--- config.mk ---
export PLATFORM = sky130hd
export DESIGN_NAME = rst_stage_sequencer
export DESIGN_NICKNAME = d
export VERILOG_FILES = /design/src/rtl/rst_seq_pkg.sv /design/src/rtl/rst_seq_timer.sv /design/src/rtl/rst_stage_sequencer.sv
export SDC_FILE = /design/constraint.sdc
export NUM_CORES = 1
export LEC_CHECK = 0
export ABC_CLOCK_PERIOD_IN_PS = 8400
export BUFFER_PORTS_ARGS = -buffer_cell sky130_fd_sc_hd__buf_2
export CORE_MARGIN = 2
export CORE_UTILIZATION = 38
export DETAILED_ROUTE_END_ITERATION = 8
export HOLD_SLACK_MARGIN = 0.08
export PLACE_DENSITY_LB_ADDON = 0.05
export SYNTH_ARGS = -nofsm -noshare
export SYNTH_HDL_FRONTEND = slang
export SYNTH_SLANG_ARGS = --single-unit
--- constraint.sdc ---
create_clock -name clk -period 8.4 [get_ports clk]
set_input_delay 0.42 -clock clk [delete_from_list [all_inputs] [get_ports clk]]
set_output_delay 0.42 -clock clk [all_outputs]
set_load 0.005 [all_outputs]
--- src/rtl/rst_seq_pkg.sv ---
// Shared constants for the reset stage sequencer: FSM state encoding and the
// default phase lengths also used by the power-on reset controller.
package rst_seq_pkg;

    localparam logic [1:0] ST_ASSERT    = 2'd0;
    localparam logic [1:0] ST_WAIT_LOCK = 2'd1;
    localparam logic [1:0] ST_RELEASE   = 2'd2;
    localparam logic [1:0] ST_DONE      = 2'd3;

    localparam int DEF_HOLD_CYCLES = 1024;
    localparam int DEF_LOCK_STABLE = 32;
    localparam int DEF_ACK_TIMEOUT = 65535;
    localparam int DEF_CNT_W       = 16;

endpackage

--- src/rtl/rst_seq_timer.sv ---
// Up-counter with synchronous clear, enable and terminal-value compare; one
// instance is time-shared by the hold, lock-stable and ack-timeout phases.
module rst_seq_timer #(
    parameter int CNT_W = 16
) (
    input  logic             clk,
    input  logic             rst_n,
    input  logic             clr,
    input  logic             en,
    input  logic [CNT_W-1:0] terminal,
    output logic             at_term
);

    logic [CNT_W-1:0] count_r;

    // Counter register: clear has priority over enable.
    always_ff @(posedge clk or negedge rst_n) begin
        if (!rst_n) begin
            count_r <= {CNT_W{1'b0}};
        end else if (clr) begin
            count_r <= {CNT_W{1'b0}};
        end else if (en) begin
            count_r <= count_r + {{(CNT_W-1){1'b0}}, 1'b1};
        end else begin
            count_r <= count_r;
        end
    end

    assign at_term = (count_r == terminal);

endmodule

--- src/rtl/rst_stage_sequencer.sv ---
// Releases downstream stage resets one at a time, waiting for each stage's
// ready ack (or a timeout) before the next; re-enters reset on soft reset or lock loss.
module rst_stage_sequencer
    import rst_seq_pkg::*;
#(
    parameter int NUM_STAGES  = 4,
    parameter int HOLD_CYCLES = DEF_HOLD_CYCLES,
    parameter int LOCK_STABLE = DEF_LOCK_STABLE,
    parameter int ACK_TIMEOUT = DEF_ACK_TIMEOUT,
    parameter int CNT_W       = DEF_CNT_W
) (
    input  logic                          clk,
    input  logic                          rst_n,
    input  logic                          sw_rst_req,
    input  logic                          pll_locked,
    input  logic [NUM_STAGES-1:0]         stage_ready,
    output logic [NUM_STAGES-1:0]         stage_rst_n,
    output logic                          seq_busy,
    output logic                          seq_done,
    output logic                          timeout_err,
    output logic [$clog2(NUM_STAGES)-1:0] timeout_stage
);

    localparam int IDX_W = $clog2(NUM_STAGES);
    localparam logic [IDX_W-1:0] LAST_IDX = IDX_W'(NUM_STAGES - 1);

    logic [1:0]            state_r, state_nxt_s;
    logic [IDX_W-1:0]      idx_r, idx_nxt_s;
    logic                  err_r, err_nxt_s;
    logic [IDX_W-1:0]      tstage_r, tstage_nxt_s;
    logic [NUM_STAGES-1:0] stage_rst_n_r, stage_rst_n_nxt_s;
    logic                  seq_done_r;
    logic                  tmr_clr_s, tmr_en_s, tmr_hit_s;
    logic [CNT_W-1:0]      tmr_term_s;
    logic                  ready_cur_s;

    assign ready_cur_s = stage_ready[idx_r];

    rst_seq_timer #(.CNT_W(CNT_W)) u_timer (
        .clk      (clk),
        .rst_n    (rst_n),
        .clr      (tmr_clr_s),
        .en       (tmr_en_s),
        .terminal (tmr_term_s),
        .at_term  (tmr_hit_s)
    );

    // Terminal count for whichever phase currently owns the timer.
    always_comb begin
        tmr_term_s = CNT_W'(ACK_TIMEOUT - 1);
        case (state_r)
            ST_ASSERT:    tmr_term_s = CNT_W'(HOLD_CYCLES - 1);
            ST_WAIT_LOCK: tmr_term_s = CNT_W'(LOCK_STABLE - 1);
            ST_RELEASE:   tmr_term_s = CNT_W'(ACK_TIMEOUT - 1);
            default:      tmr_term_s = CNT_W'(ACK_TIMEOUT - 1);
        endcase
    end

    // Next-state, stage index, error tracking and timer control.
    always_comb begin
        state_nxt_s  = state_r;
        idx_nxt_s    = idx_r;
        err_nxt_s    = err_r;
        tstage_nxt_s = tstage_r;
        tmr_clr_s    = 1'b0;
        tmr_en_s     = 1'b0;
        case (state_r)
            ST_ASSERT: begin
                if (sw_rst_req) begin
                    tmr_clr_s = 1'b1;
                end else if (tmr_hit_s) begin
                    state_nxt_s = ST_WAIT_LOCK;
                    tmr_clr_s   = 1'b1;
                end else begin
                    tmr_en_s = 1'b1;
                end
            end
            ST_WAIT_LOCK: begin
                if (sw_rst_req) begin
                    state_nxt_s  = ST_ASSERT;
                    idx_nxt_s    = {IDX_W{1'b0}};
                    err_nxt_s    = 1'b0;
                    tstage_nxt_s = {IDX_W{1'b0}};
                    tmr_clr_s    = 1'b1;
                end else if (!pll_locked) begin
                    tmr_clr_s = 1'b1;
                end else if (tmr_hit_s) begin
                    state_nxt_s = ST_RELEASE;
                    idx_nxt_s   = {IDX_W{1'b0}};
                    tmr_clr_s   = 1'b1;
                end else begin
                    tmr_en_s = 1'b1;
                end
            end
            ST_RELEASE: begin
                if (sw_rst_req) begin
                    state_nxt_s  = ST_ASSERT;
                    idx_nxt_s    = {IDX_W{1'b0}};
                    err_nxt_s    = 1'b0;
                    tstage_nxt_s = {IDX_W{1'b0}};
                    tmr_clr_s    = 1'b1;
                end else if (!pll_locked) begin
                    state_nxt_s = ST_ASSERT;
                    idx_nxt_s   = {IDX_W{1'b0}};
                    tmr_clr_s   = 1'b1;
                end else if (ready_cur_s || tmr_hit_s) begin
                    // An ack on the timeout cycle counts as a normal ack.
                    if (!ready_cur_s) begin
                        err_nxt_s    = 1'b1;
                        tstage_nxt_s = idx_r;
                    end else begin
                        err_nxt_s    = err_r;
                        tstage_nxt_s = tstage_r;
                    end
                    tmr_clr_s = 1'b1;
                    if (idx_r == LAST_IDX) begin
                        state_nxt_s = ST_DONE;
                    end else begin
                        idx_nxt_s = idx_r + {{(IDX_W-1){1'b0}}, 1'b1};
                    end
                end else begin
                    tmr_en_s = 1'b1;
                end
            end
            ST_DONE: begin
                tmr_clr_s = 1'b1;
                if (sw_rst_req) begin
                    state_nxt_s  = ST_ASSERT;
                    idx_nxt_s    = {IDX_W{1'b0}};
                    err_nxt_s    = 1'b0;
                    tstage_nxt_s = {IDX_W{1'b0}};
                end else if (!pll_locked) begin
                    state_nxt_s = ST_ASSERT;
                    idx_nxt_s   = {IDX_W{1'b0}};
                end else begin
                    state_nxt_s = ST_DONE;
                end
            end
            default: begin
                state_nxt_s = ST_ASSERT;
                idx_nxt_s   = {IDX_W{1'b0}};
                tmr_clr_s   = 1'b1;
            end
        endcase
    end

    // Thermometer decode of the next state so the reset outputs can be registered.
    always_comb begin
        stage_rst_n_nxt_s = {NUM_STAGES{1'b0}};
        case (state_nxt_s)
            ST_RELEASE: begin
                for (int k = 0; k < NUM_STAGES; k++) begin
                    stage_rst_n_nxt_s[k] = (k <= int'(idx_nxt_s));
                end
            end
            ST_DONE: stage_rst_n_nxt_s = {NUM_STAGES{1'b1}};
            default: stage_rst_n_nxt_s = {NUM_STAGES{1'b0}};
        endcase
    end

    // State, index, error and output registers.
    always_ff @(posedge clk or negedge rst_n) begin
        if (!rst_n) begin
            state_r       <= ST_ASSERT;
            idx_r         <= {IDX_W{1'b0}};
            err_r         <= 1'b0;
            tstage_r      <= {IDX_W{1'b0}};
            stage_rst_n_r <= {NUM_STAGES{1'b0}};
            seq_done_r    <= 1'b0;
        end else begin
            state_r       <= state_nxt_s;
            idx_r         <= idx_nxt_s;
            err_r         <= err_nxt_s;
            tstage_r      <= tstage_nxt_s;
            stage_rst_n_r <= stage_rst_n_nxt_s;
            seq_done_r    <= (state_nxt_s == ST_DONE);
        end
    end

    assign stage_rst_n   = stage_rst_n_r;
    assign seq_done      = seq_done_r;
    assign seq_busy      = ~seq_done_r;
    assign timeout_err   = err_r;
    assign timeout_stage = tstage_r;

endmodule

==> metrics <==
status=complete, no violations; num rows=24; Port Buffers=16; met2 Use GR=27.4%; slew margin rel.=~36%; clock latency at the later pin of the worst-skew pair=0.28 ns; final hold viol count=0; asr flop ratio synth=100%; n_diodes=0; CTS sink count=28; Yosys top cell area share=a little over two fifths; CP top delay family=simple AND/OR/NAND/NOR gates; worst path required time=8.55 ns; worst min-delay path class=in -> async; IO Pins=17; drt wl/cell=around 15 µm; die width=70.1 µm; commonest cells after routing, fill and taps aside=nor2_1, dfrtp_1, buf_2, nand2_1, inv_1; Placed Cells=243; flops & latches, synth=28; Power Density=141 mW/mm²; crit-path cells=inv_1 > ha_1 > or2_1 > or4_4 > a211oi_4 > a21oi_1 > a21oi_1 > or3_1 > nor2_1; GR Util met3=under 10%; detail-routed via count per cell=5.55; grt total ovfl=0; Post-synth top flop=dfrtp_1; Final GP Congestion=roughly 0.80; Worst Path Arrival=3.38 ns; Final Setup Violations=0; DRT Wirelength=around 3.8 mm; H-tree Lvls=1; Max Slew Vio Count=0; Worst-path clk slew=0.10 ns; starting density of the core=38.7%; core area=~0.0043 mm²; Final TNS setup=0 ns; fin crit share=around 38%; slowest stage delay, CP=0.59 ns; first-pass GRT wire length=roughly 6.6 mm; Tmin final=3.23 ns; antenna violations before repair=0; CTS tree=built; count of non-filler cells in the finished layout=about 250; CTS Buf Count=3; worst reg2reg path depth=9; Iteration-0 DRC Markers=34; commonest non-fill, non-tap cell in the layout=nor2_1; hold bufs inserted after CTS=0; cell taking the most area after synthesis=dfrtp_1; post-cts sizing count=0; max-cap violations=0; total nets after synthesis=196; LEAKAGE=roughly 0.00083 µW; Crit. End Element=flip-flop; top post-synthesis cells by area=dfrtp_1, nor2_1, xor2_1; CP max FO=16; GRT busiest layer=met2; sequential area share after synthesis=42.2%; Routed Antenna Nets=0; DIE AREA=0.00491 mm²; met1 Resource Use GR=22.1%; # Post-CTS Setup Buffers=0; CTS Buffer Depth=2; clock skew=0.00605 ns; Synth Cell Area=0.00166 mm²; vias=between 1,000 and 1,500; CP Buf/Inv Count=1; DPL Wire Length=2.74 mm; Total GRT Usage=16.6%; share of layout cells above drive strength 1=13.8%; # nets final=210; Setup CP Type=reg -> reg; VDD IR max=0.0000565 V; Worst setup SP type=flip-flop; Cell variety after synth=43; Detailed Routing Iterations Pass 1=4; Fill cells=460; Critical Path Stages=9; Tightest Pin Transition=0.953 ns; RSZ-0062 raised after global routing=no; vias in the first global route=~1,400; Post-synth EDFFs=0; fmax=between 300 and 400 MHz; cells after synthesis=~180; synthesized area per cell=9.12 µm²; chip height=70.1 µm; pin count of the biggest net entering global routing=29; Register Area=701 µm²; Root Buffer=clkbuf_8; most frequent CP cell=a21oi_1; drt drc=0; Worst path slowest cell=a211oi_4; Multi-input gate area=around 880 µm²; Yosys warnings=0; Layout Area Growth over Synthesis=10.5%
## cells by family (layout without fill, tap and decap cells)
| kind of cell | count (synthesis) | count (layout) | share of synthesized area [%] |
|---|---|---|---|
| AND/OR/NAND/NOR | 80 | 80 | 24.0 |
| AO/OA/AOI/OAI | 32 | 32 | 13.7 |
| flip-flops | 28 | 28 | 42.2 |
| buffers and inverters | 18 | 31 | 5.05 |
| XOR/XNOR | 14 | 14 | 7.38 |
| adder cells (fa/ha/maj) | 6 | 6 | 4.52 |
| multiplexers | 4 | 4 | 3.17 |
## synthesized netlist by cell type (2+ instances only)
cell type,count
a31o_2,2
nor4_1,2
dfrtp_1,28
nand3_1,8
o21ai_1,2
mux2i_1,3
inv_1,11
o21bai_1,2
a21oi_1,9
buf_6,2
xnor2_1,4
or3_1,2
a211o_1,2
nand4_1,6
o211ai_1,2
nor3_1,4
and3_1,4
xor2_1,10
nand2_1,14
nand3b_1,2
clkbuf_1,4
ha_1,6
nor2_1,30
o21ai_0,4
## layout make-up
| type | count | share of cell area [%] |
|---|---|---|
| clock buffers | 3 | 2.25 |
| clock inverters | 1 | 1.64 |
| inverters | 11 | 2.25 |
| multi-input cells | 136 | 47.7 |
| flip-flops and latches | 28 | 38.2 |
| well taps | 52 | 3.55 |
| repair buffers | 16 | 4.37 |
## flip-flops by register name (all words and copies together) (netlist names)
register         flops
u_timer.count_r     16
stage_rst_n          4
idx_r                2
state_r              2
timeout_stage        2
seq_done             1
timeout_err          1
## power breakdown
part | switching (µW) | internal (µW)
clock | 43.8 | 63.9
sequential | 1.76 | 136
combinational | 9.57 | 3.80
total | 55.2 | 203
## stage by stage
| step | hold slack [ns] | setup slack (ns) | total power (µW) | cell area [µm²] | util (%) |
|---|---|---|---|---|---|
| after floorplan | 0.124 | 5.59 | 147 | 1660 | - |
| after detailed placement | 0.479 | 5.20 | 154 | 1760 | 41.1 |
| final | 0.151 | 5.17 | 259 | 1830 | 42.7 |
| after global routing | 0.193 | 4.87 | 269 | 1830 | 42.7 |
| after global placement | 0.472 | 5.29 | 153 | 1760 | 41.1 |
| after CTS | 0.169 | 5.17 | 261 | 1830 | 42.7 |
## worst paths after layout
path	from	end	slack, ns
setup / recovery	state_r[0]$_DFF_PN0_	u_timer.count_r[15]$_DFFE_PN0P_	5.17
hold / removal	rst_n	u_timer.count_r[8]$_DFFE_PN0P_	0.15
hold reg to reg	timeout_stage[0]$_DFFE_PN0P_	timeout_stage[0]$_DFFE_PN0P_	0.52
setup reg to reg	state_r[0]$_DFF_PN0_	u_timer.count_r[15]$_DFFE_PN0P_	5.17
max in group asynchronous	rst_n	u_timer.count_r[7]$_DFFE_PN0P_	7.84
min in group clk	sw_rst_req	timeout_stage[0]$_DFFE_PN0P_	0.48
## worst register-to-register path, delay by kind of cell (launching register included)
kind / cells / cell delay (ns)
AND/OR/NAND/NOR: 4 / 1.43
buffers and inverters: 1 / 0.09
adder cells (fa/ha/maj): 1 / 0.33
AO/OA/AOI/OAI: 3 / 0.80
flip-flops: 1 / 0.45
## layer usage
layer | share of wire [%] | up-vias
li1 | - | 658
met1 | 46 | 681
met2 | 50 | 23
met3 | 2.5 | 8
met4 | 2.0 | 0
met5 | 0 | -
(Power assumes the default switching activity.)
